### src/rtl/taxi_axil_if.sv
// AXI4-Lite bundle shared by the arbiter ports.
// Modports: wr_mst/wr_slv (AW, W, B), rd_mst/rd_slv (AR, R).
interface taxi_axil_if #(
  parameter int DATA_W = 32,
  parameter int ADDR_W = 32,
  parameter int STRB_W = DATA_W / 8
) ();
  logic [ADDR_W-1:0] awaddr;
  logic [2:0]        awprot;
  logic              awvalid;
  logic              awready;
  logic [DATA_W-1:0] wdata;
  logic [STRB_W-1:0] wstrb;
  logic              wvalid;
  logic              wready;
  logic [1:0]        bresp;
  logic              bvalid;
  logic              bready;
  logic [ADDR_W-1:0] araddr;
  logic [2:0]        arprot;
  logic              arvalid;
  logic              arready;
  logic [DATA_W-1:0] rdata;
  logic [1:0]        rresp;
  logic              rvalid;
  logic              rready;

  modport wr_mst (
    output awaddr, awprot, awvalid,
    input  awready,
    output wdata, wstrb, wvalid,
    input  wready,
    input  bresp, bvalid,
    output bready
  );

  modport wr_slv (
    input  awaddr, awprot, awvalid,
    output awready,
    input  wdata, wstrb, wvalid,
    output wready,
    output bresp, bvalid,
    input  bready
  );

  modport rd_mst (
    output araddr, arprot, arvalid,
    input  arready,
    input  rdata, rresp, rvalid,
    output rready
  );

  modport rd_slv (
    input  araddr, arprot, arvalid,
    output arready,
    output rdata, rresp, rvalid,
    input  rready
  );
endinterface

### src/rtl/taxi_axil_arb_2to1.sv
// 2:1 AXI4-Lite arbiter, independent write/read channels, one txn each.
// Ports: clk, rst_n, s0/s1 wr+rd slaves, m wr+rd master, wr_grant, rd_grant, busy.
module taxi_axil_arb_2to1 #(
  parameter int ARB_RR = 1
) (
  input  logic        clk,
  input  logic        rst_n,
  taxi_axil_if.wr_slv s0_axil_wr,
  taxi_axil_if.rd_slv s0_axil_rd,
  taxi_axil_if.wr_slv s1_axil_wr,
  taxi_axil_if.rd_slv s1_axil_rd,
  taxi_axil_if.wr_mst m_axil_wr,
  taxi_axil_if.rd_mst m_axil_rd,
  output logic [1:0]  wr_grant,
  output logic [1:0]  rd_grant,
  output logic        busy
);

  typedef enum logic [1:0] {
    ST_IDLE,
    ST_ADDR,
    ST_RESP
  } st_e;

  // Assert follows rst_n at once; release is retimed to clk.
  logic [1:0] rst_sync_q, rst_sync_d;
  logic       rst_int_n;

  always_comb rst_sync_d = {rst_sync_q[0], 1'b1};

  always_ff @(posedge clk or negedge rst_n) begin
    if (!rst_n) rst_sync_q <= '0;
    else        rst_sync_q <= rst_sync_d;
  end

  assign rst_int_n = rst_sync_q[1];

  // Both requesting: the port not served last wins under RR.
  function automatic logic [1:0] pick(
    input logic [1:0] req,
    input logic       last
  );
    if (req == 2'b11)
      pick = (ARB_RR != 0 && !last) ? 2'b10 : 2'b01;
    else
      pick = req;
  endfunction

  // ---------------- write channel ----------------
  st_e        wr_st_q, wr_st_d;
  logic [1:0] wr_grant_q, wr_grant_d;
  logic       aw_done_q, aw_done_d;
  logic       w_done_q, w_done_d;
  logic       wr_last_q, wr_last_d;
  logic       wr_sel;
  logic [1:0] wr_req;
  logic       sel_awvalid, sel_wvalid;
  logic       aw_hs, w_hs, b_hs;

  assign wr_sel = wr_grant_q[1];
  assign wr_req = {s1_axil_wr.awvalid, s0_axil_wr.awvalid};
  assign sel_awvalid = wr_sel ? s1_axil_wr.awvalid
                              : s0_axil_wr.awvalid;
  assign sel_wvalid  = wr_sel ? s1_axil_wr.wvalid
                              : s0_axil_wr.wvalid;

  assign aw_hs = m_axil_wr.awvalid & m_axil_wr.awready;
  assign w_hs  = m_axil_wr.wvalid & m_axil_wr.wready;
  assign b_hs  = m_axil_wr.bvalid & m_axil_wr.bready;

  always_comb begin
    m_axil_wr.awaddr  = wr_sel ? s1_axil_wr.awaddr
                               : s0_axil_wr.awaddr;
    m_axil_wr.awprot  = wr_sel ? s1_axil_wr.awprot
                               : s0_axil_wr.awprot;
    m_axil_wr.wdata   = wr_sel ? s1_axil_wr.wdata
                               : s0_axil_wr.wdata;
    m_axil_wr.wstrb   = wr_sel ? s1_axil_wr.wstrb
                               : s0_axil_wr.wstrb;
    m_axil_wr.awvalid = 1'b0;
    m_axil_wr.wvalid  = 1'b0;
    m_axil_wr.bready  = 1'b0;
    s0_axil_wr.awready = 1'b0;
    s0_axil_wr.wready  = 1'b0;
    s0_axil_wr.bvalid  = 1'b0;
    s0_axil_wr.bresp   = '0;
    s1_axil_wr.awready = 1'b0;
    s1_axil_wr.wready  = 1'b0;
    s1_axil_wr.bvalid  = 1'b0;
    s1_axil_wr.bresp   = '0;
    if (wr_st_q == ST_ADDR) begin
      m_axil_wr.awvalid = sel_awvalid & ~aw_done_q;
      m_axil_wr.wvalid  = sel_wvalid & ~w_done_q;
      if (wr_sel) begin
        s1_axil_wr.awready = m_axil_wr.awready & ~aw_done_q;
        s1_axil_wr.wready  = m_axil_wr.wready & ~w_done_q;
      end else begin
        s0_axil_wr.awready = m_axil_wr.awready & ~aw_done_q;
        s0_axil_wr.wready  = m_axil_wr.wready & ~w_done_q;
      end
    end
    if (wr_st_q == ST_RESP) begin
      m_axil_wr.bready = wr_sel ? s1_axil_wr.bready
                                : s0_axil_wr.bready;
      if (wr_sel) begin
        s1_axil_wr.bvalid = m_axil_wr.bvalid;
        s1_axil_wr.bresp  = m_axil_wr.bresp;
      end else begin
        s0_axil_wr.bvalid = m_axil_wr.bvalid;
        s0_axil_wr.bresp  = m_axil_wr.bresp;
      end
    end
  end

  always_comb begin
    wr_st_d    = wr_st_q;
    wr_grant_d = wr_grant_q;
    aw_done_d  = aw_done_q;
    w_done_d   = w_done_q;
    wr_last_d  = wr_last_q;
    unique case (wr_st_q)
      ST_IDLE: begin
        if (|wr_req) begin
          wr_grant_d = pick(wr_req, wr_last_q);
          wr_st_d    = ST_ADDR;
        end
      end
      ST_ADDR: begin
        aw_done_d = aw_done_q | aw_hs;
        w_done_d  = w_done_q | w_hs;
        if (aw_done_d && w_done_d) begin
          aw_done_d = 1'b0;
          w_done_d  = 1'b0;
          wr_st_d   = ST_RESP;
        end
      end
      ST_RESP: begin
        if (b_hs) begin
          wr_grant_d = 2'b00;
          wr_last_d  = wr_sel;
          wr_st_d    = ST_IDLE;
        end
      end
      default: wr_st_d = ST_IDLE;
    endcase
  end

  always_ff @(posedge clk or negedge rst_int_n) begin
    if (!rst_int_n) begin
      wr_st_q    <= ST_IDLE;
      wr_grant_q <= 2'b00;
      aw_done_q  <= 1'b0;
      w_done_q   <= 1'b0;
      wr_last_q  <= 1'b1;
    end else begin
      wr_st_q    <= wr_st_d;
      wr_grant_q <= wr_grant_d;
      aw_done_q  <= aw_done_d;
      w_done_q   <= w_done_d;
      wr_last_q  <= wr_last_d;
    end
  end

  // ---------------- read channel ----------------
  st_e        rd_st_q, rd_st_d;
  logic [1:0] rd_grant_q, rd_grant_d;
  logic       rd_last_q, rd_last_d;
  logic       rd_sel;
  logic [1:0] rd_req;
  logic       ar_hs, r_hs;

  assign rd_sel = rd_grant_q[1];
  assign rd_req = {s1_axil_rd.arvalid, s0_axil_rd.arvalid};
  assign ar_hs  = m_axil_rd.arvalid & m_axil_rd.arready;
  assign r_hs   = m_axil_rd.rvalid & m_axil_rd.rready;

  always_comb begin
    m_axil_rd.araddr  = rd_sel ? s1_axil_rd.araddr
                               : s0_axil_rd.araddr;
    m_axil_rd.arprot  = rd_sel ? s1_axil_rd.arprot
                               : s0_axil_rd.arprot;
    m_axil_rd.arvalid = 1'b0;
    m_axil_rd.rready  = 1'b0;
    s0_axil_rd.arready = 1'b0;
    s0_axil_rd.rvalid  = 1'b0;
    s0_axil_rd.rdata   = '0;
    s0_axil_rd.rresp   = '0;
    s1_axil_rd.arready = 1'b0;
    s1_axil_rd.rvalid  = 1'b0;
    s1_axil_rd.rdata   = '0;
    s1_axil_rd.rresp   = '0;
    if (rd_st_q == ST_ADDR) begin
      m_axil_rd.arvalid = rd_sel ? s1_axil_rd.arvalid
                                 : s0_axil_rd.arvalid;
      if (rd_sel) s1_axil_rd.arready = m_axil_rd.arready;
      else        s0_axil_rd.arready = m_axil_rd.arready;
    end
    if (rd_st_q == ST_RESP) begin
      m_axil_rd.rready = rd_sel ? s1_axil_rd.rready
                                : s0_axil_rd.rready;
      if (rd_sel) begin
        s1_axil_rd.rvalid = m_axil_rd.rvalid;
        s1_axil_rd.rdata  = m_axil_rd.rdata;
        s1_axil_rd.rresp  = m_axil_rd.rresp;
      end else begin
        s0_axil_rd.rvalid = m_axil_rd.rvalid;
        s0_axil_rd.rdata  = m_axil_rd.rdata;
        s0_axil_rd.rresp  = m_axil_rd.rresp;
      end
    end
  end

  always_comb begin
    rd_st_d    = rd_st_q;
    rd_grant_d = rd_grant_q;
    rd_last_d  = rd_last_q;
    unique case (rd_st_q)
      ST_IDLE: begin
        if (|rd_req) begin
          rd_grant_d = pick(rd_req, rd_last_q);
          rd_st_d    = ST_ADDR;
        end
      end
      ST_ADDR: begin
        if (ar_hs) rd_st_d = ST_RESP;
      end
      ST_RESP: begin
        if (r_hs) begin
          rd_grant_d = 2'b00;
          rd_last_d  = rd_sel;
          rd_st_d    = ST_IDLE;
        end
      end
      default: rd_st_d = ST_IDLE;
    endcase
  end

  always_ff @(posedge clk or negedge rst_int_n) begin
    if (!rst_int_n) begin
      rd_st_q    <= ST_IDLE;
      rd_grant_q <= 2'b00;
      rd_last_q  <= 1'b1;
    end else begin
      rd_st_q    <= rd_st_d;
      rd_grant_q <= rd_grant_d;
      rd_last_q  <= rd_last_d;
    end
  end

  assign wr_grant = wr_grant_q;
  assign rd_grant = rd_grant_q;
  assign busy     = (|wr_grant_q) | (|rd_grant_q);

endmodule

### src/flat_wrapper.sv
// flat-port wrapper written by rule: the top's interface ports become plain ports
module taxi_axil_arb_2to1_flat 
#(
  parameter int ARB_RR = 1
)
  (clk, rst_n, wr_grant, rd_grant, busy, s0_axil_wr_awaddr, s0_axil_wr_awprot, s0_axil_wr_awvalid, s0_axil_wr_awready, s0_axil_wr_wdata, s0_axil_wr_wstrb, s0_axil_wr_wvalid, s0_axil_wr_wready, s0_axil_wr_bresp, s0_axil_wr_bvalid, s0_axil_wr_bready, s0_axil_rd_araddr, s0_axil_rd_arprot, s0_axil_rd_arvalid, s0_axil_rd_arready, s0_axil_rd_rdata, s0_axil_rd_rresp, s0_axil_rd_rvalid, s0_axil_rd_rready, s1_axil_wr_awaddr, s1_axil_wr_awprot, s1_axil_wr_awvalid, s1_axil_wr_awready, s1_axil_wr_wdata, s1_axil_wr_wstrb, s1_axil_wr_wvalid, s1_axil_wr_wready, s1_axil_wr_bresp, s1_axil_wr_bvalid, s1_axil_wr_bready, s1_axil_rd_araddr, s1_axil_rd_arprot, s1_axil_rd_arvalid, s1_axil_rd_arready, s1_axil_rd_rdata, s1_axil_rd_rresp, s1_axil_rd_rvalid, s1_axil_rd_rready, m_axil_wr_awaddr, m_axil_wr_awprot, m_axil_wr_awvalid, m_axil_wr_awready, m_axil_wr_wdata, m_axil_wr_wstrb, m_axil_wr_wvalid, m_axil_wr_wready, m_axil_wr_bresp, m_axil_wr_bvalid, m_axil_wr_bready, m_axil_rd_araddr, m_axil_rd_arprot, m_axil_rd_arvalid, m_axil_rd_arready, m_axil_rd_rdata, m_axil_rd_rresp, m_axil_rd_rvalid, m_axil_rd_rready);
  taxi_axil_if #(.DATA_W(32), .ADDR_W(32)) s0_axil_wr_i ();
  taxi_axil_if #(.DATA_W(32), .ADDR_W(32)) s0_axil_rd_i ();
  taxi_axil_if #(.DATA_W(32), .ADDR_W(32)) s1_axil_wr_i ();
  taxi_axil_if #(.DATA_W(32), .ADDR_W(32)) s1_axil_rd_i ();
  taxi_axil_if #(.DATA_W(32), .ADDR_W(32)) m_axil_wr_i ();
  taxi_axil_if #(.DATA_W(32), .ADDR_W(32)) m_axil_rd_i ();
  input  logic clk;
  input  logic rst_n;
  output logic [1:0] wr_grant;
  output logic [1:0] rd_grant;
  output logic busy;
  input wire logic [$bits(s0_axil_wr_i.awaddr)-1:0] s0_axil_wr_awaddr;
  input wire logic [$bits(s0_axil_wr_i.awprot)-1:0] s0_axil_wr_awprot;
  input wire logic [$bits(s0_axil_wr_i.awvalid)-1:0] s0_axil_wr_awvalid;
  output wire logic [$bits(s0_axil_wr_i.awready)-1:0] s0_axil_wr_awready;
  input wire logic [$bits(s0_axil_wr_i.wdata)-1:0] s0_axil_wr_wdata;
  input wire logic [$bits(s0_axil_wr_i.wstrb)-1:0] s0_axil_wr_wstrb;
  input wire logic [$bits(s0_axil_wr_i.wvalid)-1:0] s0_axil_wr_wvalid;
  output wire logic [$bits(s0_axil_wr_i.wready)-1:0] s0_axil_wr_wready;
  output wire logic [$bits(s0_axil_wr_i.bresp)-1:0] s0_axil_wr_bresp;
  output wire logic [$bits(s0_axil_wr_i.bvalid)-1:0] s0_axil_wr_bvalid;
  input wire logic [$bits(s0_axil_wr_i.bready)-1:0] s0_axil_wr_bready;
  input wire logic [$bits(s0_axil_rd_i.araddr)-1:0] s0_axil_rd_araddr;
  input wire logic [$bits(s0_axil_rd_i.arprot)-1:0] s0_axil_rd_arprot;
  input wire logic [$bits(s0_axil_rd_i.arvalid)-1:0] s0_axil_rd_arvalid;
  output wire logic [$bits(s0_axil_rd_i.arready)-1:0] s0_axil_rd_arready;
  output wire logic [$bits(s0_axil_rd_i.rdata)-1:0] s0_axil_rd_rdata;
  output wire logic [$bits(s0_axil_rd_i.rresp)-1:0] s0_axil_rd_rresp;
  output wire logic [$bits(s0_axil_rd_i.rvalid)-1:0] s0_axil_rd_rvalid;
  input wire logic [$bits(s0_axil_rd_i.rready)-1:0] s0_axil_rd_rready;
  input wire logic [$bits(s1_axil_wr_i.awaddr)-1:0] s1_axil_wr_awaddr;
  input wire logic [$bits(s1_axil_wr_i.awprot)-1:0] s1_axil_wr_awprot;
  input wire logic [$bits(s1_axil_wr_i.awvalid)-1:0] s1_axil_wr_awvalid;
  output wire logic [$bits(s1_axil_wr_i.awready)-1:0] s1_axil_wr_awready;
  input wire logic [$bits(s1_axil_wr_i.wdata)-1:0] s1_axil_wr_wdata;
  input wire logic [$bits(s1_axil_wr_i.wstrb)-1:0] s1_axil_wr_wstrb;
  input wire logic [$bits(s1_axil_wr_i.wvalid)-1:0] s1_axil_wr_wvalid;
  output wire logic [$bits(s1_axil_wr_i.wready)-1:0] s1_axil_wr_wready;
  output wire logic [$bits(s1_axil_wr_i.bresp)-1:0] s1_axil_wr_bresp;
  output wire logic [$bits(s1_axil_wr_i.bvalid)-1:0] s1_axil_wr_bvalid;
  input wire logic [$bits(s1_axil_wr_i.bready)-1:0] s1_axil_wr_bready;
  input wire logic [$bits(s1_axil_rd_i.araddr)-1:0] s1_axil_rd_araddr;
  input wire logic [$bits(s1_axil_rd_i.arprot)-1:0] s1_axil_rd_arprot;
  input wire logic [$bits(s1_axil_rd_i.arvalid)-1:0] s1_axil_rd_arvalid;
  output wire logic [$bits(s1_axil_rd_i.arready)-1:0] s1_axil_rd_arready;
  output wire logic [$bits(s1_axil_rd_i.rdata)-1:0] s1_axil_rd_rdata;
  output wire logic [$bits(s1_axil_rd_i.rresp)-1:0] s1_axil_rd_rresp;
  output wire logic [$bits(s1_axil_rd_i.rvalid)-1:0] s1_axil_rd_rvalid;
  input wire logic [$bits(s1_axil_rd_i.rready)-1:0] s1_axil_rd_rready;
  output wire logic [$bits(m_axil_wr_i.awaddr)-1:0] m_axil_wr_awaddr;
  output wire logic [$bits(m_axil_wr_i.awprot)-1:0] m_axil_wr_awprot;
  output wire logic [$bits(m_axil_wr_i.awvalid)-1:0] m_axil_wr_awvalid;
  input wire logic [$bits(m_axil_wr_i.awready)-1:0] m_axil_wr_awready;
  output wire logic [$bits(m_axil_wr_i.wdata)-1:0] m_axil_wr_wdata;
  output wire logic [$bits(m_axil_wr_i.wstrb)-1:0] m_axil_wr_wstrb;
  output wire logic [$bits(m_axil_wr_i.wvalid)-1:0] m_axil_wr_wvalid;
  input wire logic [$bits(m_axil_wr_i.wready)-1:0] m_axil_wr_wready;
  input wire logic [$bits(m_axil_wr_i.bresp)-1:0] m_axil_wr_bresp;
  input wire logic [$bits(m_axil_wr_i.bvalid)-1:0] m_axil_wr_bvalid;
  output wire logic [$bits(m_axil_wr_i.bready)-1:0] m_axil_wr_bready;
  output wire logic [$bits(m_axil_rd_i.araddr)-1:0] m_axil_rd_araddr;
  output wire logic [$bits(m_axil_rd_i.arprot)-1:0] m_axil_rd_arprot;
  output wire logic [$bits(m_axil_rd_i.arvalid)-1:0] m_axil_rd_arvalid;
  input wire logic [$bits(m_axil_rd_i.arready)-1:0] m_axil_rd_arready;
  input wire logic [$bits(m_axil_rd_i.rdata)-1:0] m_axil_rd_rdata;
  input wire logic [$bits(m_axil_rd_i.rresp)-1:0] m_axil_rd_rresp;
  input wire logic [$bits(m_axil_rd_i.rvalid)-1:0] m_axil_rd_rvalid;
  output wire logic [$bits(m_axil_rd_i.rready)-1:0] m_axil_rd_rready;
  assign s0_axil_wr_i.awaddr = s0_axil_wr_awaddr;
  assign s0_axil_wr_i.awprot = s0_axil_wr_awprot;
  assign s0_axil_wr_i.awvalid = s0_axil_wr_awvalid;
  assign s0_axil_wr_awready = s0_axil_wr_i.awready;
  assign s0_axil_wr_i.wdata = s0_axil_wr_wdata;
  assign s0_axil_wr_i.wstrb = s0_axil_wr_wstrb;
  assign s0_axil_wr_i.wvalid = s0_axil_wr_wvalid;
  assign s0_axil_wr_wready = s0_axil_wr_i.wready;
  assign s0_axil_wr_bresp = s0_axil_wr_i.bresp;
  assign s0_axil_wr_bvalid = s0_axil_wr_i.bvalid;
  assign s0_axil_wr_i.bready = s0_axil_wr_bready;
  assign s0_axil_rd_i.araddr = s0_axil_rd_araddr;
  assign s0_axil_rd_i.arprot = s0_axil_rd_arprot;
  assign s0_axil_rd_i.arvalid = s0_axil_rd_arvalid;
  assign s0_axil_rd_arready = s0_axil_rd_i.arready;
  assign s0_axil_rd_rdata = s0_axil_rd_i.rdata;
  assign s0_axil_rd_rresp = s0_axil_rd_i.rresp;
  assign s0_axil_rd_rvalid = s0_axil_rd_i.rvalid;
  assign s0_axil_rd_i.rready = s0_axil_rd_rready;
  assign s1_axil_wr_i.awaddr = s1_axil_wr_awaddr;
  assign s1_axil_wr_i.awprot = s1_axil_wr_awprot;
  assign s1_axil_wr_i.awvalid = s1_axil_wr_awvalid;
  assign s1_axil_wr_awready = s1_axil_wr_i.awready;
  assign s1_axil_wr_i.wdata = s1_axil_wr_wdata;
  assign s1_axil_wr_i.wstrb = s1_axil_wr_wstrb;
  assign s1_axil_wr_i.wvalid = s1_axil_wr_wvalid;
  assign s1_axil_wr_wready = s1_axil_wr_i.wready;
  assign s1_axil_wr_bresp = s1_axil_wr_i.bresp;
  assign s1_axil_wr_bvalid = s1_axil_wr_i.bvalid;
  assign s1_axil_wr_i.bready = s1_axil_wr_bready;
  assign s1_axil_rd_i.araddr = s1_axil_rd_araddr;
  assign s1_axil_rd_i.arprot = s1_axil_rd_arprot;
  assign s1_axil_rd_i.arvalid = s1_axil_rd_arvalid;
  assign s1_axil_rd_arready = s1_axil_rd_i.arready;
  assign s1_axil_rd_rdata = s1_axil_rd_i.rdata;
  assign s1_axil_rd_rresp = s1_axil_rd_i.rresp;
  assign s1_axil_rd_rvalid = s1_axil_rd_i.rvalid;
  assign s1_axil_rd_i.rready = s1_axil_rd_rready;
  assign m_axil_wr_awaddr = m_axil_wr_i.awaddr;
  assign m_axil_wr_awprot = m_axil_wr_i.awprot;
  assign m_axil_wr_awvalid = m_axil_wr_i.awvalid;
  assign m_axil_wr_i.awready = m_axil_wr_awready;
  assign m_axil_wr_wdata = m_axil_wr_i.wdata;
  assign m_axil_wr_wstrb = m_axil_wr_i.wstrb;
  assign m_axil_wr_wvalid = m_axil_wr_i.wvalid;
  assign m_axil_wr_i.wready = m_axil_wr_wready;
  assign m_axil_wr_i.bresp = m_axil_wr_bresp;
  assign m_axil_wr_i.bvalid = m_axil_wr_bvalid;
  assign m_axil_wr_bready = m_axil_wr_i.bready;
  assign m_axil_rd_araddr = m_axil_rd_i.araddr;
  assign m_axil_rd_arprot = m_axil_rd_i.arprot;
  assign m_axil_rd_arvalid = m_axil_rd_i.arvalid;
  assign m_axil_rd_i.arready = m_axil_rd_arready;
  assign m_axil_rd_i.rdata = m_axil_rd_rdata;
  assign m_axil_rd_i.rresp = m_axil_rd_rresp;
  assign m_axil_rd_i.rvalid = m_axil_rd_rvalid;
  assign m_axil_rd_rready = m_axil_rd_i.rready;
  taxi_axil_arb_2to1 #(.ARB_RR(ARB_RR)) u_core (.clk(clk), .rst_n(rst_n), .s0_axil_wr(s0_axil_wr_i), .s0_axil_rd(s0_axil_rd_i), .s1_axil_wr(s1_axil_wr_i), .s1_axil_rd(s1_axil_rd_i), .m_axil_wr(m_axil_wr_i), .m_axil_rd(m_axil_rd_i), .wr_grant(wr_grant), .rd_grant(rd_grant), .busy(busy));
endmodule
### config.mk
export PLATFORM = sky130hd
export DESIGN_NAME = taxi_axil_arb_2to1_flat
export DESIGN_NICKNAME = d
export VERILOG_FILES = /design/src/rtl/taxi_axil_if.sv /design/src/rtl/taxi_axil_arb_2to1.sv /design/src/flat_wrapper.sv
export SDC_FILE = /design/constraint.sdc
export NUM_CORES = 1
export LEC_CHECK = 0
export ABC_AREA = 0
export BUFFER_PORTS_ARGS = -buffer_cell sky130_fd_sc_hd__clkbuf_2
export CAP_MARGIN = 5
export CORE_AREA = 3 3 179 181
export DETAILED_ROUTE_END_ITERATION = 10
export DIE_AREA = 0 0 182 184
export MAX_ROUTING_LAYER = met4
export PLACE_DENSITY = 0.39
export SKIP_LAST_GASP = 1
export SYNTH_ARGS = -nofsm -noshare
export SYNTH_HDL_FRONTEND = slang
export SYNTH_SLANG_ARGS = --single-unit
### constraint.sdc
create_clock -name clk -period 1.8 [get_ports clk]
set_input_delay 0.18 -clock clk [delete_from_list [all_inputs] [get_ports clk]]
set_output_delay 0.18 -clock clk [all_outputs]
set_load 0.01 [all_outputs]
Yosys cells after proc, flatten, opt, wreduce, memory -nomap -nowiden
Index checks and enable logic that the tools add are counted.

cells by class
  equal/unequal tests = 12
  reduce and logical (&&, ||, !) cells = 15
  multiplexer cells = 66
  bitwise operators = 14

operators by type and width
  cell                number
  $mux 32             7
  $mux 2              20
  $mux 1              32
  $pmux 2 s3          2
  $reduce_and 3->1    4
  $ne 2x1->1 const B  5
  $and 1x1->1         9
  $eq 2x2->1 const B  4
  $pmux 2 s2          2
  $reduce_or 2->1     4
  $mux 3              2
  $eq 2x1->1 const B  2
  $logic_not 2->1     2
  $mux 4              1
  $reduce_and 2->1    2
  $reduce_bool 2->1   2
  $or 1x1->1          3
  $ne 2x2->1 const B  1
  $not 1->1           2
  $logic_and 1x1->1   1

storage, ports and cells
  logic and storage cells = 116
  output and inout port bits = 198
  bits in registers = 14

Depth between registers and ports, before layout
Gate-level depths: netlist of run 1.

  depth after elaboration = 8
  depth in mapped cells = 5

Worst setup path before layout of run 1
Ideal clock, no wire load.

  kind = reg-to-output
  start point = reg u_core.rd_grant_q[1] (netlist: u_core.rd_grant[1])
  end point = out busy
  data required time = 1.620 ns
  setup slack = 0.351 ns
  cell stages (with the launch flop) = 4
  arrival time = 1.269 ns
  cells stage by stage = dfrtp_1 buf_2 buf_6 or4_1

between the ends
  word-level cells in the longest chain between the ends = 2

ends and longest elaborated chain
  what                    RTL line                   source
  start, declared         taxi_axil_arb_2to1.sv:166  logic [1:0] rd_grant_q, rd_grant_d;
  start signal, assigned  taxi_axil_arb_2to1.sv:245  rd_grant_q <= rd_grant_d;
  $reduce_or 2->1         taxi_axil_arb_2to1.sv:252  assign busy = (|wr_grant_q) | (|rd_grant_q);
  $or 1x1->1              taxi_axil_arb_2to1.sv:252
  end, declared           flat_wrapper.sv:17         output logic busy;

Every way passes these cells.

Worst setup path after layout of run 1
  start point = reg u_core.wr_grant_q[1] (netlist: u_core.wr_grant[1])
  end point = out m_axil_wr_wdata[8]

between the ends
  word-level cells in the longest chain between the ends = 1

ends and longest elaborated chain
  what                    RTL line                   source
  start, declared         taxi_axil_arb_2to1.sv:51   logic [1:0] wr_grant_q, wr_grant_d;
  start signal, assigned  taxi_axil_arb_2to1.sv:157  wr_grant_q <= wr_grant_d;
  $mux 32                 taxi_axil_arb_2to1.sv:76   m_axil_wr.wdata = wr_sel ? s1_axil_wr.wdata
  end, declared           flat_wrapper.sv:60         output wire logic [$bits(m_axil_wr_i.wdata)-1:0] m_axil_wr_wdata;

Every way passes these cells.

==> results of run 1 <==
[per-layer routing]
layer	up-vias	share of wire, %
li1	1997	-
met1	1878	42
met2	164	52
met3	7	5.1
met4	0	0.39
met5	-	0
[cell usage after synthesis (2+ instances only)]
cell type and count:
sky130_fd_sc_hd__clkbuf_2 4, sky130_fd_sc_hd__nand2b_1 4, sky130_fd_sc_hd__mux2i_1 3, sky130_fd_sc_hd__a31oi_1 3, sky130_fd_sc_hd__nand2_1 8, sky130_fd_sc_hd__nand3_1 2
sky130_fd_sc_hd__o21ai_0 2, sky130_fd_sc_hd__buf_2 12, sky130_fd_sc_hd__o211ai_1 3, sky130_fd_sc_hd__o22ai_1 2, sky130_fd_sc_hd__a31o_1 2, sky130_fd_sc_hd__buf_6 7
sky130_fd_sc_hd__dfstp_2 2, sky130_fd_sc_hd__nor2b_1 4, sky130_fd_sc_hd__clkbuf_1 4, sky130_fd_sc_hd__and3_1 47, sky130_fd_sc_hd__nor2_1 5, sky130_fd_sc_hd__mux2_2 108
sky130_fd_sc_hd__nor3b_1 2, sky130_fd_sc_hd__dfrtp_1 12, sky130_fd_sc_hd__inv_1 5, sky130_fd_sc_hd__and2_1 37
[how the worst min path moves through the flow]
| stage | start | to | slack [ps] | depth (start not counted) |
|---|---|---|---|---|
| finish | s1_axil_rd_arvalid | u_core.rd_st_q[0] | 230 | 2 |
| global route | s0_axil_rd_rready | u_core.rd_last_q | 240 | 3 |
| CTS | s1_axil_rd_arvalid | u_core.rd_st_q[0] | 220 | 2 |
| detailed placement | rst_n | u_core.rst_sync_q[0] | -30 | 1 |
| global placement | rst_n | u_core.rst_sync_q[0] | -30 | 1 |
| floorplan | rst_n | u_core.rst_sync_q[0] | -120 | 0 |
[stage by stage]
stage | total power [mW] | setup WS, ps
after detailed placement | 5.21 | 223
after global placement | 5.26 | 227
after CTS | 5.80 | 9.66
after global routing | 6.17 | -26.9
final | 5.72 | 53.5
after floorplan | 3.43 | 351
[final cells by class]
type | count | share of cell area (%)
clock buffers | 4 | 1.57
inverters | 5 | 0.333
multi-input cells | 254 | 39.0
flip-flops and latches | 14 | 6.39
well taps | 396 | 8.78
repair buffers | 475 | 43.9
[placed cells by master, fill, tap and decap left out, types with 4 or more instances in the layout]
master | netlist | final
sky130_fd_sc_hd__clkbuf_2 | 4 | 462
sky130_fd_sc_hd__mux2_2 | 108 | 108
sky130_fd_sc_hd__and3_1 | 47 | 47
sky130_fd_sc_hd__and2_1 | 37 | 37
sky130_fd_sc_hd__nand2_1 | 8 | 8
sky130_fd_sc_hd__dfrtp_1 | 12 | 8
sky130_fd_sc_hd__buf_4 | 0 | 6
sky130_fd_sc_hd__inv_1 | 5 | 5
sky130_fd_sc_hd__nor2_1 | 5 | 5
sky130_fd_sc_hd__buf_12 | 0 | 5
sky130_fd_sc_hd__nand2b_1 | 4 | 4
sky130_fd_sc_hd__nor2b_1 | 4 | 4
[cell families after synthesis]
logic type / Yosys count / synth area share, %
DFF: 14 / 12.9
AOI/OAI and AO/OA: 25 / 7.55
buffers and inverters: 32 / 7.05
other: 1 / 0.137
and+or+nand+nor: 116 / 26.2
muxes: 112 / 46.1
[flip-flops by register name, summed over array words and instances (netlist names)]
signal / count
u_core.aw_done_q: 1
u_core.rd_grant: 2
u_core.rd_last_q: 1
u_core.rd_st_q: 2
u_core.rst_sync_q: 2
u_core.w_done_q: 1
u_core.wr_grant: 2
u_core.wr_last_q: 1
u_core.wr_st_q: 2
[where the power goes]
part | internal [mW] | switching (mW)
sequential | 0.443 | 0.253
clock | 0.338 | 0.153
combinational | 2.31 | 2.22
[critical path, cell delays in order, from the launching register on]
cell and delay, ps:
sky130_fd_sc_hd__dfrtp_4 580, sky130_fd_sc_hd__buf_12 220, sky130_fd_sc_hd__mux2_2 360, sky130_fd_sc_hd__clkbuf_2 130
[timing repair]
item | CTS | global route
hold endpoints to repair | 2 | 0
hold buffers | 1 | 0
buffers inserted | 1 | 1
endpoints found under the setup margin | 64 | 43
resized for setup | 0 | 4
==> impl_results.md, run 1 <==
* Result of the run: complete, no violations
* Area growth from synthesis to layout at 106%
* Area of all sequential standard cells at 360 sq um
* Synth area leader: sky130_fd_sc_hd__mux2_2
* Fraction of post-synthesis cell area in the top cell type by area at 44.5%
* Net total in the final layout at 1018
* Global-route met1 utilization at 11.3%
* Count of flip-flops with a built-in enable after synthesis at 0
* CORE AREA at 30600 sq um
* Row count at 64
* Clock Latency Late Sink at 250 ps
* Bufs on Longest Clock Path at 2
* Setup repair after global routing missed its margin: true
* Post-synthesis instance area at 2730 sq um
* Post-Synthesis Net Count at 565
* Iteration-0 DRC Markers at 111
* Floorplan die area at 33500 sq um
* Average size of a mapped cell at 9.11 sq um
* Buffers added on ports at 462
* Relative max-transition margin at 61.1%
* Total via count after detailed routing at 4046
* Worst reg-to-reg setup slack at 200 ps
* Area contributors post-synth: sky130_fd_sc_hd__mux2_2 (44%), sky130_fd_sc_hd__dfrtp_1 (11%), sky130_fd_sc_hd__and3_1 (11%)
* Top-level I/O count at 463
* Initial antenna violation count at 0
* Starting density of the core at 8.94%
* Critical register-to-register path endpoint: u_core.wr_st_q[1]
* Register-to-Register Path Depth at 4
* Total DRC errors in the routed layout at 0
* # placed instances at 1141
* Detail-routed net length per standard cell at 14.6 um
* H-tree level count at 1
* Area occupied by multi-input gates at 2200 sq um
* Clock buffers created by TritonCTS at 3
* Standby leakage power at 3.24 nW
* Proportion of layout cells with a drive suffix above 1 at 80.1%
* Data required time of the worst path at 1620 ps
* Power density of the placed cells at 1010 nW/um^2
* All-Layer GR Usage at 8.95%
* Met2 routing resource usage after global routing at 16.0%
* Clk pin slew, worst setup/hold paths at 50 ps
* RD Place Congestion at 0.887
* Number of clock sinks at 14
* Part of the cycle the worst path needs at 97.0%
* Worst slack on hold paths at 233 ps
* Final TNS setup at 0 ps
* Class of the worst hold path: in2reg
* Setup crit start kind: flip-flop
* Maximum clock skew at final layout at 1.93 ps
* Vias in the first global route at 3847
* Maximum number of pins on one net before global-route repair at 60
* Worst R2R Start: u_core.wr_grant[1]
* Critical path launch point: u_core.wr_grant[1]
* First-pass DRT Iterations at 4
* Die extent in y at 184 um
* Endpoint of the worst setup timing path: m_axil_wr_wdata[8]
* Transition time at the pin with the least slew margin at 584 ps
* Layout filler cell count at 3492
* Post-route cell area at 5640 sq um
* Placed wire-length estimate at 14600 um
* Die outline width at 182 um
* Busiest metal layer after global routing: met2
* Number of pins with negative max-slew slack in the final report at 0
* Placed Area at 5510 sq um
* Share of synthesized area occupied by flip-flops and latches at 12.9%
* Arrival time reported for the critical path endpoint at 1570 ps
* Top flip-flop cell by instance count after synthesis: sky130_fd_sc_hd__dfrtp_1
* Hold Violations, Final at 0
* Number of cells produced by synthesis at 300
* Antenna diode count at 0
* Flops & latches, synth at 14
* Type of the setup path with the least slack: reg2out
* Count of unique library cells instantiated by Yosys at 44
* Highest clock rate at 573 MHz
* Max-capacitance violation count at 0
* Root buf cell: sky130_fd_sc_hd__clkbuf_16
* Met3 track utilization from global routing at 0.930%
* Fraction of registers with async set/reset at 100%
* Final count of negative-setup-slack endpoints at 0
* Final standard cell count with taps included and fillers excluded at 1148
* CTS tree: done
* Global-route wire length before repair at 23300 um
* Largest fanout on the critical path at 26
* Via density per instance at 3.52
* Maximum resistive drop on vdd at 0.409 mV
* Post-DRT Antenna Nets at 0
* Wirelength, routed at 16700 um
* Sort of element at the end of the critical path: output port
* Post-layout utilization of the core at 18.4%
* Aggregate global routing overflow at 0
* Yosys warning count at 0
* Minimum period implied by the final worst setup slack at 1750 ps
(Power assumes the default switching activity.)
==> run 2, diff against run 1 <==
ABC_AREA = 1   (was 0)
CORE_AREA = 3 3 178 180   (was 3 3 179 181)
DIE_AREA = 0 0 181 183   (was 0 0 182 184)
==> impl_results.md, run 2 <==
* Maximum resistive drop on vdd at 0.430 mV (was 0.409 mV)
* Area share of and/or/nand/nor cells after synthesis at 69.0% (was 26.2%)
* Share of synthesized area occupied by flip-flops and latches at 13.5% (was 12.9%)
* Worst-case setup slack after placement at 281 ps (was 223 ps)
* Highest clock rate at 587 MHz (was 573 MHz)
* Final count of negative-setup-slack endpoints at 0 (unchanged)
* Detail-routed net length per standard cell at 12.0 um (was 14.6 um)
* Portion of netlist area occupied by mux cells at 0% (was 46.1%)
* Standby leakage power at 3.79 nW (was 3.24 nW)
* Clock buffers created by TritonCTS at 3 (unchanged)
* Placed Area at 5380 sq um (was 5510 sq um)
* Fraction of the mapped netlist area in compound gates at 3.59% (was 7.55%)
* Relative max-transition margin at 60.0% (was 61.1%)
* Post-synthesis instance area at 2620 sq um (was 2730 sq um)
* # placed instances at 1417 (was 1141)
* Largest fanout on the critical path at 7 (was 26)
* Iteration-0 DRC Markers at 141 (was 111)
* Highest cell delay on the worst timing path at 390 ps (was 580 ps)
* Global-route wire length before repair at 24600 um (was 23300 um)
* Area occupied by multi-input gates at 1910 sq um (was 2200 sq um)
* Area of all sequential standard cells at 354 sq um (was 360 sq um)
* Number of clock sinks at 14 (unchanged)
* Area growth from synthesis to layout at 110% (was 106%)
* Maximum clock skew at final layout at 6.18 ps (was 1.93 ps)
* Final standard cell count with taps included and fillers excluded at 1422 (was 1148)
* Floorplan die area at 33100 sq um (was 33500 sq um)
* Post-Synthesis Net Count at 847 (was 565)
* Most common cell in the synthesized netlist: sky130_fd_sc_hd__nand2_1 (was sky130_fd_sc_hd__mux2_2)
* Post-route cell area at 5490 sq um (was 5640 sq um)
* Sort of element at the end of the critical path: output port (unchanged)
* Net total in the final layout at 1292 (was 1018)
* Type of the setup path with the least slack: reg2out (unchanged)
* Arrival time reported for the critical path endpoint at 1520 ps (was 1570 ps)
* Clk pin slew, worst setup/hold paths at 50 ps (about the same)
* Part of the cycle the worst path needs at 94.6% (was 97.0%)
* Fraction of post-synthesis cell area in the top cell type by area at 51.5% (was 44.5%)
* Layout filler cell count at 3563 (was 3492)
* Die outline width at 181 um (was 182 um)
* Top cell family by delay on the critical path: simple AND/OR/NAND/NOR gates (was flip-flops)
* Antenna diode count at 0 (unchanged)
* Highest-delay cell along the critical path: sky130_fd_sc_hd__dfrtp_1 (was sky130_fd_sc_hd__dfrtp_4)
* Crit path buf inv count at 2 (unchanged)
* Transition time at the pin with the least slew margin at 600 ps (was 584 ps)
* Synth Area in XOR/XNOR at 0% (unchanged)
* Hold Violations, Final at 0 (unchanged)
* Commonest non-fill, non-tap cell in the layout: sky130_fd_sc_hd__clkbuf_2 (unchanged)
* CP cell instances: nor2_1 -> inv_1 -> nor3_1 -> clkbuf_2 (was buf_12 -> mux2_2 -> clkbuf_2)
* Proportion of layout cells with a drive suffix above 1 at 47.5% (was 80.1%)
* Flops & latches, synth at 14 (unchanged)
* Worst hold path endpoint: u_core.rd_st_q[1] (was u_core.rd_st_q[0])
* Die extent in y at 183 um (was 184 um)
* Row count at 64 (unchanged)
* CTS tree: done (unchanged)
* Highest-count cells in the layout ignoring fill and taps: sky130_fd_sc_hd__clkbuf_2 (462), sky130_fd_sc_hd__nand2_1 (359), sky130_fd_sc_hd__nor2_1 (82) (was sky130_fd_sc_hd__clkbuf_2 (462), sky130_fd_sc_hd__mux2_2 (108), sky130_fd_sc_hd__and3_1 (47))
* Hold Path Cell Cnt at 3 (was 2)
* Count of flip-flops with a built-in enable after synthesis at 0 (unchanged)
* Clock Latency Late Sink at 250 ps (about the same)
* Class of the worst hold path: in2reg (unchanged)
* All-Layer GR Usage at 9.51% (was 8.95%)
* Worst R2R Start: u_core.wr_grant[1] (unchanged)
* Hold Startpoint: m_axil_rd_arready (was s1_axil_rd_arvalid)
* Data required time of the worst path at 1620 ps (about the same)
* Setup crit start kind: flip-flop (unchanged)
* Via density per instance at 3.45 (was 3.52)
* Vias in the first global route at 4731 (was 3847)
* Starting density of the core at 8.62% (was 8.94%)
* First-pass DRT Iterations at 4 (unchanged)
* Fraction of registers with async set/reset at 100% (unchanged)
* Count of unique library cells instantiated by Yosys at 24 (was 44)
* Post-synth top cells: sky130_fd_sc_hd__nand2_1 (359), sky130_fd_sc_hd__nor2_1 (82), sky130_fd_sc_hd__inv_1 (50), sky130_fd_sc_hd__buf_2 (21) (was sky130_fd_sc_hd__mux2_2 (108), sky130_fd_sc_hd__and3_1 (47), sky130_fd_sc_hd__and2_1 (37), sky130_fd_sc_hd__buf_2 (12), sky130_fd_sc_hd__dfrtp_1 (12))
* Worst slack on hold paths at 196 ps (was 233 ps)
* Wirelength, routed at 17000 um (was 16700 um)
* Number of pins with negative max-slew slack in the final report at 0 (unchanged)
* Buffers added on ports at 462 (unchanged)
* Post-layout utilization of the core at 18.1% (was 18.4%)
* Placed wire-length estimate at 15100 um (was 14600 um)
* Power density of the placed cells at 1080 nW/um^2 (was 1010 nW/um^2)
* Result of the run: complete, no violations (unchanged)
* Average size of a mapped cell at 4.49 sq um (was 9.11 sq um)
* Bufs on Longest Clock Path at 2 (unchanged)
* Total DRC errors in the routed layout at 0 (unchanged)
* Worst reg-to-reg setup slack at 310 ps (was 200 ps)
* Top-level I/O count at 463 (unchanged)
* Total via count after detailed routing at 4909 (was 4046)
* Register-to-Register Path Depth at 8 (was 4)
* Synth area leader: sky130_fd_sc_hd__nand2_1 (was sky130_fd_sc_hd__mux2_2)
* RD Place Congestion at 0.820 (was 0.887)
* Aggregate global routing overflow at 0 (unchanged)
* Setup repair after global routing missed its margin: true (unchanged)
* Maximum number of pins on one net before global-route repair at 82 (was 60)
* Final TNS setup at 0 ps (unchanged)
* Top flip-flop cell by instance count after synthesis: sky130_fd_sc_hd__dfrtp_1 (unchanged)
* H-tree level count at 1 (unchanged)
* Max-capacitance violation count at 0 (unchanged)
* Combinational family with the most area after synthesis: simple AND/OR/NAND/NOR gates (was multiplexers)
* Root buf cell: sky130_fd_sc_hd__clkbuf_16 (unchanged)
* Number of cells produced by synthesis at 582 (was 300)
* Minimum period implied by the final worst setup slack at 1700 ps (was 1750 ps)
* Final setup slack of the worst path at 96.5 ps (was 53.5 ps)
* Post-DRT Antenna Nets at 0 (unchanged)
* Area contributors post-synth: sky130_fd_sc_hd__nand2_1 (52%), sky130_fd_sc_hd__nor2_1 (12%), sky130_fd_sc_hd__dfrtp_1 (11%) (was sky130_fd_sc_hd__mux2_2 (44%), sky130_fd_sc_hd__dfrtp_1 (11%), sky130_fd_sc_hd__and3_1 (11%))
* Power Total at 5.93 mW (was 5.72 mW)
* Yosys warning count at 0 (unchanged)
* Adder-cell share of the synthesized area at 0% (unchanged)
* Initial antenna violation count at 0 (unchanged)
* Critical register-to-register path endpoint: u_core.wr_grant[0] (was u_core.wr_st_q[1])
* Post-CTS setup buffers at 0 (was 1)
* CORE AREA at 30300 sq um (was 30600 sq um)
run 2: changes by cell type after synthesis, moves of 5 or more:
cell                       previous run  this run
sky130_fd_sc_hd__buf_6                7         1
sky130_fd_sc_hd__a21oi_1              1         6
sky130_fd_sc_hd__clkbuf_1             4         9
sky130_fd_sc_hd__mux2_2             108         0
sky130_fd_sc_hd__nand2_1              8       359
sky130_fd_sc_hd__and3_1              47         0
sky130_fd_sc_hd__buf_2               12        21
sky130_fd_sc_hd__inv_1                5        50
sky130_fd_sc_hd__and2_1              37         0
sky130_fd_sc_hd__nor2_1               5        82
sky130_fd_sc_hd__nor3_1               1        12
run 2: worst min-delay path, cell delays in order:
cell and delay [ps]:
sky130_fd_sc_hd__clkbuf_2 90, sky130_fd_sc_hd__nand2_1 70, sky130_fd_sc_hd__nand2_1 60
run 2: how the worst max path moves through the flow:
stage                       start              endpoint  slack [ps]  cells after the start
3_3_place_gp   u_core.wr_grant[1]    u_core.wr_grant[1]         260                      8
3_5_place_dp   u_core.wr_grant[1]    u_core.wr_grant[0]         280                      8
4_1_cts         u_core.rd_st_q[0]  s0_axil_rd_rdata[27]          40                      5
6_report        u_core.wr_st_q[0]   s0_axil_wr_bresp[1]         100                      4
2_1_floorplan  u_core.wr_grant[1]   m_axil_wr_wdata[10]         530                      6
5_1_grt        u_core.wr_grant[1]      m_axil_wr_wvalid          -3                      6
run 2: layout make-up:
| cell class | instances | area share (%) |
|---|---|---|
| sequential | 14 | 6.46 |
| inverter | 53 | 3.67 |
| tap | 396 | 9.03 |
| timing repair buffer | 472 | 44.6 |
| multi-input combinational | 483 | 34.8 |
| clock buffer | 4 | 1.44 |
run 2: kinds of logic (layout without fill, tap and decap cells):
group | count (synthesis) | count (layout)
flip-flops | 14 | 14
other | 1 | 1
AO/OA/AOI/OAI | 16 | 16
AND/OR/NAND/NOR | 466 | 466
buffers and inverters | 85 | 529
run 2: per-layer routing:
metal / up-vias / track usage [%] / routed length [um]
li1: 2591 / - / -
met2: 267 / 18.7 / 9260
met4: 0 / 1.80 / 189
met1: 2043 / 9.94 / 6250
met3: 8 / 1.67 / 1290
met5: - / - / 0
run 2: power breakdown:
group / internal (mW) / total, mW / switching, mW
Clock: 0.300 / 0.439 / 0.139
Combinational: 1.80 / 4.91 / 3.11
Sequential: 0.445 / 0.575 / 0.130
Total: 2.55 / 5.93 / 3.38
run 2: what timing repair did:
item	in CTS	in global routing
endpoints found under the hold margin	2	0
hold buffers	1	0
resized for setup	0	2
setup endpoints to repair	0	25
